$ cat src/rtl/spi_ram_cmd_mem_pkg.sv
// Shared definitions for the SPI RAM command memory: default geometry and
// the 2-bit command encoding carried in the top bits of each SPI word.
package spi_ram_cmd_mem_pkg;

  localparam int MEM_WIDTH_DEF = 8;
  localparam int MEM_DEPTH_DEF = 256;
  localparam int ADDR_SIZE_DEF = 8;

  typedef enum logic [1:0] {
    WR_ADDR = 2'b00,
    WR_DATA = 2'b01,
    RD_ADDR = 2'b10,
    RD_DATA = 2'b11
  } ram_cmd_e;

endpackage

$ cat src/rtl/spi_ram_cmd_mem_if.sv
// Word-level handshake between the SPI slave (master side) and the RAM
// command memory (slave side).
interface spi_ram_cmd_mem_if #(
  parameter int MEM_WIDTH = spi_ram_cmd_mem_pkg::MEM_WIDTH_DEF
);
  logic [MEM_WIDTH+1:0] din;
  logic                 rx_valid;
  logic [MEM_WIDTH-1:0] dout;
  logic                 tx_valid;
  logic                 cmd_err;

  modport master (output din, output rx_valid,
                  input  dout, input tx_valid, input cmd_err);
  modport slave  (input  din, input  rx_valid,
                  output dout, output tx_valid, output cmd_err);
endinterface

$ cat src/rtl/spi_ram_array.sv
// Storage for the SPI RAM: one synchronous write port and one synchronous
// read port with enable. The read register holds until the next enabled
// read; only that register is reset, the array contents survive reset.
module spi_ram_array #(
  parameter int MEM_WIDTH = 8,
  parameter int MEM_DEPTH = 256,
  parameter int ADDR_SIZE = 8
) (
  input  logic                 clk,
  input  logic                 rst_n,
  input  logic                 we,
  input  logic [ADDR_SIZE-1:0] waddr,
  input  logic [MEM_WIDTH-1:0] wdata,
  input  logic                 re,
  input  logic [ADDR_SIZE-1:0] raddr,
  output logic [MEM_WIDTH-1:0] rdata
);

  logic [MEM_WIDTH-1:0] mem [MEM_DEPTH];
  logic [MEM_WIDTH-1:0] rdata_q, rdata_d;

  // Write port; no reset so contents are retained across rst_n.
  always_ff @(posedge clk) begin
    if (we) mem[waddr] <= wdata;
  end

  // Read data selection: capture the addressed word only when enabled.
  always_comb begin
    rdata_d = rdata_q;
    if (re) rdata_d = mem[raddr];
  end

  // Registered read output.
  always_ff @(posedge clk or negedge rst_n) begin
    if (!rst_n) rdata_q <= '0;
    else        rdata_q <= rdata_d;
  end

  assign rdata = rdata_q;

endmodule

$ cat src/rtl/spi_ram_cmd_mem.sv
// SPI RAM command memory: decodes {cmd, payload} words from the SPI slave,
// holds write/read address registers with their valid flags, drives the
// storage array and returns read data with a one-cycle tx_valid pulse.
// Optional feature macro: SPI_RAM_ADDR_AUTO_INC_EN (post-increment of the
// write/read address after each successful data command, wrapping at
// MEM_DEPTH).
module spi_ram_cmd_mem
  import spi_ram_cmd_mem_pkg::*;
#(
  parameter int MEM_WIDTH = MEM_WIDTH_DEF,
  parameter int MEM_DEPTH = MEM_DEPTH_DEF,
  parameter int ADDR_SIZE = ADDR_SIZE_DEF
) (
  input  logic              clk,
  input  logic              rst_n,
  spi_ram_cmd_mem_if.slave  bus
);

  localparam logic [ADDR_SIZE:0] DEPTH_W = (ADDR_SIZE+1)'(MEM_DEPTH);

  ram_cmd_e             cmd;
  logic [MEM_WIDTH-1:0] payload;

  logic [ADDR_SIZE-1:0] wr_addr_q, wr_addr_d;
  logic [ADDR_SIZE-1:0] rd_addr_q, rd_addr_d;
  logic                 wr_addr_vld_q, wr_addr_vld_d;
  logic                 rd_addr_vld_q, rd_addr_vld_d;
  logic                 tx_valid_q, tx_valid_d;
  logic                 cmd_err_q, cmd_err_d;
  logic                 rd_oor_q, rd_oor_d;

  logic                 mem_we;
  logic                 mem_re;
  logic [MEM_WIDTH-1:0] mem_rdata;

  assign cmd     = ram_cmd_e'(bus.din[MEM_WIDTH+1:MEM_WIDTH]);
  assign payload = bus.din[MEM_WIDTH-1:0];

  function automatic logic in_range(input logic [ADDR_SIZE-1:0] a);
    return ({1'b0, a} < DEPTH_W);
  endfunction

`ifdef SPI_RAM_ADDR_AUTO_INC_EN
  // Anything at or beyond the last word wraps to 0, covering both the
  // normal MEM_DEPTH-1 wrap and stray out-of-range addresses.
  function automatic logic [ADDR_SIZE-1:0] next_addr(input logic [ADDR_SIZE-1:0] a);
    if ({1'b0, a} >= DEPTH_W - 1'b1) return '0;
    return a + 1'b1;
  endfunction
`endif

  // Command decode: address/flag updates, memory strobes and response pulses.
  always_comb begin
    wr_addr_d     = wr_addr_q;
    rd_addr_d     = rd_addr_q;
    wr_addr_vld_d = wr_addr_vld_q;
    rd_addr_vld_d = rd_addr_vld_q;
    tx_valid_d    = 1'b0;
    cmd_err_d     = 1'b0;
    rd_oor_d      = rd_oor_q;
    mem_we        = 1'b0;
    mem_re        = 1'b0;
    if (bus.rx_valid) begin
      unique case (cmd)
        WR_ADDR: begin
          wr_addr_d     = payload[ADDR_SIZE-1:0];
          wr_addr_vld_d = 1'b1;
        end
        WR_DATA: begin
          if (wr_addr_vld_q) begin
            mem_we = in_range(wr_addr_q);
`ifdef SPI_RAM_ADDR_AUTO_INC_EN
            wr_addr_d = next_addr(wr_addr_q);
`endif
          end else begin
            cmd_err_d = 1'b1;
          end
        end
        RD_ADDR: begin
          rd_addr_d     = payload[ADDR_SIZE-1:0];
          rd_addr_vld_d = 1'b1;
        end
        RD_DATA: begin
          if (rd_addr_vld_q) begin
            tx_valid_d = 1'b1;
            mem_re     = in_range(rd_addr_q);
            // Out-of-range reads leave the array register alone and mask
            // dout to zero until the next read.
            rd_oor_d   = !in_range(rd_addr_q);
`ifdef SPI_RAM_ADDR_AUTO_INC_EN
            rd_addr_d  = next_addr(rd_addr_q);
`endif
          end else begin
            cmd_err_d = 1'b1;
          end
        end
        default: ;
      endcase
    end
  end

  // Decode state and response registers.
  always_ff @(posedge clk or negedge rst_n) begin
    if (!rst_n) begin
      wr_addr_q     <= '0;
      rd_addr_q     <= '0;
      wr_addr_vld_q <= 1'b0;
      rd_addr_vld_q <= 1'b0;
      tx_valid_q    <= 1'b0;
      cmd_err_q     <= 1'b0;
      rd_oor_q      <= 1'b0;
    end else begin
      wr_addr_q     <= wr_addr_d;
      rd_addr_q     <= rd_addr_d;
      wr_addr_vld_q <= wr_addr_vld_d;
      rd_addr_vld_q <= rd_addr_vld_d;
      tx_valid_q    <= tx_valid_d;
      cmd_err_q     <= cmd_err_d;
      rd_oor_q      <= rd_oor_d;
    end
  end

  spi_ram_array #(
    .MEM_WIDTH (MEM_WIDTH),
    .MEM_DEPTH (MEM_DEPTH),
    .ADDR_SIZE (ADDR_SIZE)
  ) u_array (
    .clk   (clk),
    .rst_n (rst_n),
    .we    (mem_we),
    .waddr (wr_addr_q),
    .wdata (payload),
    .re    (mem_re),
    .raddr (rd_addr_q),
    .rdata (mem_rdata)
  );

  assign bus.dout     = rd_oor_q ? '0 : mem_rdata;
  assign bus.tx_valid = tx_valid_q;
  assign bus.cmd_err  = cmd_err_q;

endmodule
$ cat src/flat_wrapper.sv
// flat-port wrapper written by rule: the top's interface ports become plain ports
module spi_ram_cmd_mem_flat import spi_ram_cmd_mem_pkg::*;
#(
  parameter int MEM_WIDTH = MEM_WIDTH_DEF,
  parameter int MEM_DEPTH = MEM_DEPTH_DEF,
  parameter int ADDR_SIZE = ADDR_SIZE_DEF
)
  (clk, rst_n, bus_din, bus_rx_valid, bus_dout, bus_tx_valid, bus_cmd_err);
  spi_ram_cmd_mem_if #(.MEM_WIDTH(MEM_WIDTH)) bus_i ();
  input  logic clk;
  input  logic rst_n;
  input wire logic [$bits(bus_i.din)-1:0] bus_din;
  input wire logic [$bits(bus_i.rx_valid)-1:0] bus_rx_valid;
  output wire logic [$bits(bus_i.dout)-1:0] bus_dout;
  output wire logic [$bits(bus_i.tx_valid)-1:0] bus_tx_valid;
  output wire logic [$bits(bus_i.cmd_err)-1:0] bus_cmd_err;
  assign bus_i.din = bus_din;
  assign bus_i.rx_valid = bus_rx_valid;
  assign bus_dout = bus_i.dout;
  assign bus_tx_valid = bus_i.tx_valid;
  assign bus_cmd_err = bus_i.cmd_err;
  spi_ram_cmd_mem #(.MEM_WIDTH(MEM_WIDTH), .MEM_DEPTH(MEM_DEPTH), .ADDR_SIZE(ADDR_SIZE)) u_core (.clk(clk), .rst_n(rst_n), .bus(bus_i));
endmodule
$ cat config.mk
export PLATFORM = sky130hd
export DESIGN_NAME = spi_ram_cmd_mem_flat
export DESIGN_NICKNAME = d
export VERILOG_FILES = /design/src/rtl/spi_ram_cmd_mem_pkg.sv /design/src/rtl/spi_ram_cmd_mem_if.sv /design/src/rtl/spi_ram_array.sv /design/src/rtl/spi_ram_cmd_mem.sv /design/src/flat_wrapper.sv
export SDC_FILE = /design/constraint.sdc
export NUM_CORES = 2
export LEC_CHECK = 0
export ABC_AREA = 1
export CORE_MARGIN = 4
export CORE_UTILIZATION = 50
export DETAILED_ROUTE_END_ITERATION = 8
export DONT_BUFFER_PORTS = 1
export PLACE_DENSITY_LB_ADDON = 0.25
export SLEW_MARGIN = 20
export SYNTH_ARGS = -nofsm -noshare
export SYNTH_HDL_FRONTEND = slang
export SYNTH_SLANG_ARGS = --single-unit
$ cat constraint.sdc
create_clock -name clk -period 2.3 [get_ports clk]
set_input_delay 0.46 -clock clk [delete_from_list [all_inputs] [get_ports clk]]
set_output_delay 0.46 -clock clk [all_outputs]
set_load 0.02 [all_outputs]
; ---- Word level (Yosys, flattened, before mapping)
; Memories as Yosys holds them, arrays and structs flattened. A register that Yosys moved wholly into a read port is not among the register bits.
; Index checks and enable logic that the tools add are counted.
[word_totals]
ff_bits = 20
mem_bits_rw = 2048
in_bits = 13
out_inout_bits = 10
word_cells = 26
n_memories = 1
[memory_table]
columns = memory, words, width, read_ports, rd_clocked_by_memory_dff, wr, line
row1 = u_core.u_array.mem, 256, 8, 1, 1, 1, spi_ram_array.sv:19  ; logic [MEM_WIDTH-1:0] mem [MEM_DEPTH];
[classes]
eq_ne = 3
mux = 12
n_reduce_logical = 4
[ops]
columns = cell, n
row1 = $mux 1, 11
row2 = $eq 2x2->1 const B, 2
row3 = $reduce_and 2->1, 2
row4 = $eq 2x1->1 const B, 1
row5 = $logic_not 2->1, 1
row6 = $pmux 1 s2, 1
row7 = $logic_not 1->1, 1

; ---- Longest topological paths before layout
[logic_depth]
ltp_word = 5
depth_mapped = 15
mapped_depth_nobuf = 11

; ---- Cells and area by module
; From an unflattened synthesis, not the netlist that was laid out.
[unflattened]
hier_cells = 7091
hier_area_um2 = 84353.4
[by_module_without_submodules]
columns = mod, instances, cells_each, area_per_inst_um2, seq_area_each_um2
row1 = spi_ram_array, 1, 7004, 83525.1, 61699.2
row2 = spi_ram_cmd_mem, 1, 87, 828.3, 500.5

; ---- Least setup slack after synthesis
; Ideal clock, no wire load.
[synth_path]
path_type = input -> register
start = in bus_din[8]
end = mem u_core.u_array.mem[136][0], enable pin
setup_time_ps = 370
arrival_time_ps = 1827
t_required_ps = 1930
path_slack_ps = 103
stages = 6
n_path_buf = 2
path_cell_list = inv_1 -> nor4_4 -> buf_2 -> nand2_1 -> clkbuf_1 -> nor2_1
[synth_via]
elab_chain_cells = 5
[synth_lines]
columns = element, line
row1 = start: declaration, flat_wrapper.sv:12  ; input wire logic [$bits(bus_i.din)-1:0] bus_din;
row2 = $eq 2x1->1, spi_ram_cmd_mem.sv:64  ; unique case (cmd)
row3 = $mux 1, spi_ram_cmd_mem.sv:64
row4 = $mux 1, spi_ram_cmd_mem.sv:63  ; if (bus.rx_valid) begin
row5 = $mux 1, spi_ram_array.sv:24  ; if (we) mem[waddr] <= wdata;
row6 = $mux 1 (not written as such), spi_ram_array.sv:24
row7 = end: declaration, spi_ram_array.sv:19
; No other way between the ends.

==> flow_metrics.py <==
metrics = {
    "finish": {
        "finalInstanceArea_um2": 101000,
        "syn2layout_area_growth_pct": 19.96,
        "post_route_cells_drive_above_1_share_pct": 16.74,
        "finalNonFillerCells": 9840,
        "layout.filler_cells": 12600,
        "layout.nets": 7474,
    },
    "routing": {
        "route.met3.wl_um": 26240,
        "drt_first_pass_iters": 6,
        "route.top_layer_used": "met5",
        "routed-via-count": 58190,
        "route.detailed.vias_per_inst": 5.913,
        "total_met2_wirelength_after_detailed_routing_um": 112600,
        "post_drt_wl_per_cell_um": 24.86,
        "met1_length_um": 95860,
        "detailedRoute.firstIterationViolations": 8113,
        "route.detailed.drc": 0,
        "detailed_route_wire_length_um": 244600,
        "detail-route-antenna-nets": 0,
    },
    "status": {
        "outcome": "complete, but fails checks",
        "failed_checks": "hold timing, setup timing",
    },
    "sta": {
        "layout_setup_ws_ps": -167.2,
        "final.min_clock_period_ps": 2467,
        "worst_slew_margin_rel_pct": 12.59,
        "timing.final.setup_violations": 8,
        "maxSlewViolCount": 0,
        "rsz_0062_raised_after_global_routing": "yes",
        "hold-worst-slack_ps": -212.7,
        "highest_clock_rate_ghz": 0.4053,
        "min_period_over_period_pct": 107.3,
        "finalHoldViolCount": 539,
        "max_slew.worst_pin.slew_ps": 1310,
        "clock-skew-final_ps": 35.38,
    },
    "setup_path": {
        "r2r_start": "u_core.rd_addr_q[0]$_DFFE_PN0P_",
        "cpLargestDelayFamily": "simple AND/OR/NAND/NOR gates",
        "arrival_worst_endpoint_ps": 3200,
        "cp_slowest_stage_delay_ps": 580,
        "flop_to_flop_setup_slack_ps": -170,
        "crit_path_start_kind": "flip-flop",
        "critical-path-slowest-cell": "dfrtp_4",
        "critical_path_most_common_cell": "nand3_2",
        "crit_required_ps": 3030,
        "destination_of_the_worst_register_to_register_timing_path": "u_core.u_array.rdata[7]$_DFFE_PN0P_",
        "cp.buffers_inverters": 5,
        "crit_cells": 15,
        "worst-r2r-cell-count": 15,
        "crit_chain": "inv_16, buf_16, buf_16, buf_12, buf_16, nand2_1, nand3_1, nand3_2, nand3_2, nand3_2, nand3_2, nand3_2, nand3_2, nand3_2, nand2_1",
        "path_class": "flip-flop to flip-flop",
        "worstSetupEndpointType": "flip-flop",
        "critical_path_peak_fanout": 12,
    },
    "placement": {
        "gp_congestion": 0.8967,
        "buffer_ports.inserted": 0,
        "dp_cells": 9374,
        "dp.final_hpwl_um": 132800,
        "dpl-instance-area_um2": 90310,
    },
    "floorplanning": {
        "initial_core_util_pct": 50.35,
        "io_pins": 23,
        "fp.dieArea_um2": 175000,
        "die_width_um": 418.3,
        "row_count": 150,
        "core_area_um2": 167200,
        "die_h_um": 418.3,
    },
    "clocking": {
        "cts_tree": "done",
        "cts.htree.levels": 4,
        "ctsRootBufferMaster": "clkbuf_16",
        "worst_setup_hold_path_clk_slew_ps": 70,
        "clkLatencyLatePin_ps": 840,
        "tritoncts_buffers": 204,
        "maximum_number_of_buffers_from_clock_root_to_sink": 3,
        "cts.sinks": 2076,
    },
    "global_route": {
        "antenna_found_initial": 12,
        "grt_start_max_net_pins": 258,
        "grt.overflow.total": 0,
        "grt_pass1_vias": 55330,
        "grt_first_pass_wirelength_um": 354900,
        "grt_util_all_layers_pct": 27.10,
    },
    "power": {
        "power.share.clock_pct": 36.7,
        "sw_frac_of_total_pct": 27.23,
        "leakage_nw": 36.34,
        "p_int_w": 0.06679,
        "combinationalPowerShare_pct": 17.5,
        "total_power_w": 0.09177,
        "power.net_switching_w": 0.02499,
        "pwr_density_cell_nw_per_um2": 908.7,
        "share_of_total_power_in_sequential_cells_pct": 45.8,
        "vdd_drop_max_v": 0.0009101,
    },
    "synthesis": {
        "leading_cell_types_by_total_area_after_synthesis": "edfxtp_1 (73%), nand3_1 (12%), nand2_1 (9.5%), buf_2 (1.7%), nor2_1 (1.3%)",
        "synth.avg_cell_area_um2": 11.89,
        "netlist-cell-type-count": 16,
        "synth_warnings": 0,
        "synth_area_um2": 84190,
        "syn-num-nets": 7095,
        "netlist_instances": 7082,
        "synthDominantAreaCellType": "edfxtp_1",
        "synth_seq_area_share_pct": 73.88,
        "post-synth-top-area-fraction_pct": 73.05,
        "synth-seq-cells": 2076,
    },
    "worst_hold_path": {
        "hold_path.class": "input pin to flip-flop",
        "min_from": "bus_din[6]",
        "hold_depth": 0,
        "min_to": "u_core.u_array.mem[93][6]$_DFFE_PP_",
    },
    "flow_run": {
        "maxCapViolCount": 0,
    },
}
==> through the flow <==
stage / setup WS [ps] / hold WS [ps] / TNS [ps] / utilization [%]
after floorplan: 103.3 / 164.4 / 0 / -
after detailed placement: -405.4 / 171.5 / -2445 / 54.00
final: -167.2 / -212.7 / -1049 / 60.39
after global placement: -383.2 / 171.5 / -2480 / 54.00
after CTS: -86.26 / -293.1 / -622.9 / 59.27
after global routing: -246.3 / -254.8 / -1514 / 60.39
==> cells in the final DEF, fill, tap and decap left out, types with 33 or more instances in the layout <==
| cell type | instances |
|---|---|
| clkinv_1 | 42 |
| edfxtp_1 | 2048 |
| buf_12 | 103 |
| buf_4 | 441 |
| nor2_1 | 287 |
| clkbuf_1 | 36 |
| nand2_1 | 2100 |
| nand3_4 | 33 |
| nand3_1 | 1743 |
| nand3_2 | 267 |
| clkbuf_16 | 228 |
| clkinv_2 | 46 |
| buf_16 | 42 |
| inv_1 | 49 |
==> area by class of cell <==
cell class	count	area (um^2)	area share (%)
flip-flops and latches	2076	62220	61.60
multi-input cells	4468	21190	20.98
diodes	3	7.507	0.007433
well taps	2204	2758	2.731
inverters	54	241.5	0.2391
clock buffers	251	5459	5.405
repair buffers	657	7841	7.764
clock inverters	127	1280	1.267
==> worst max-delay path by stage <==
stage	start	to
global route	u_core.rd_addr_q[0]$_DFFE_PN0P_	u_core.u_array.rdata[1]$_DFFE_PN0P_
CTS	u_core.rd_addr_q[0]$_DFFE_PN0P_	u_core.u_array.rdata[7]$_DFFE_PN0P_
finish	u_core.rd_addr_q[0]$_DFFE_PN0P_	u_core.u_array.rdata[7]$_DFFE_PN0P_
detailed placement	u_core.rd_addr_q[0]$_DFFE_PN0P_	u_core.u_array.rdata[1]$_DFFE_PN0P_
global placement	u_core.rd_addr_q[0]$_DFFE_PN0P_	u_core.u_array.rdata[1]$_DFFE_PN0P_
floorplan	bus_din[8]	u_core.u_array.mem[136][0]$_DFFE_PP_
==> sequential cells by signal, indices dropped and copies added (netlist names) <==
| register | flops |
|---|---|
| u_core.u_array.mem | 2048 |
| u_core.rd_addr_q | 8 |
| u_core.u_array.rdata | 8 |
| u_core.wr_addr_q | 8 |
| u_core.bus.cmd_err | 1 |
| u_core.bus.tx_valid | 1 |
| u_core.rd_addr_vld_q | 1 |
| u_core.wr_addr_vld_q | 1 |
==> power by group through the flow <==
stage          sequential (W)  clock [W]  combinational (W)
2_1_floorplan          0.0426          0            0.00779
3_3_place_gp           0.0428          0             0.0128
3_5_place_dp           0.0428          0             0.0129
4_1_cts                0.0420     0.0340             0.0145
5_1_grt                0.0420     0.0356             0.0170
6_report               0.0420     0.0337             0.0160
==> cell usage after synthesis (all sizes together) <==
cell,count
o21ai,16
o32ai,1
edfxtp,2048
nor4,1
nand2,2120
inv,54
dfrtp,28
nor2,287
buf,382
nand3,2043
clkbuf,102
==> worst register-to-register path, cell delays in order (launching register included) <==
cell and delay (ps):
dfrtp_4 580, inv_16 100, buf_16 180, buf_16 170, buf_12 130, buf_16 140, nand2_1 80, nand3_1 100
nand3_2 120, nand3_2 110, nand3_2 90, nand3_2 110, nand3_2 150, nand3_2 150, nand3_2 110, nand2_1 50
==> cell families after synthesis <==
group           count (synthesis)  synth area share, %
buf+inv                       538                3.113
simple gates                 4451                22.90
compound gates                 17               0.1055
flops                        2076                73.88
==> layer usage <==
metal	vias to the layer above	track usage, %
met5	-	0
met4	4	10.75
met3	533	5.531
met2	3217	42.01
met1	28480	37.91
li1	25960	-
==> repair_timing <==
item                                    in CTS  in global routing
cloned                                      22                 19
buffers inserted                            21                 18
resized for setup                          217                226
pin swaps                                   37                 86
hold endpoints to repair                  2088               1499
hold buffers                                11                  3
endpoints found under the setup margin       8                  8
No activity file was read; power rests on OpenSTA's default activity.
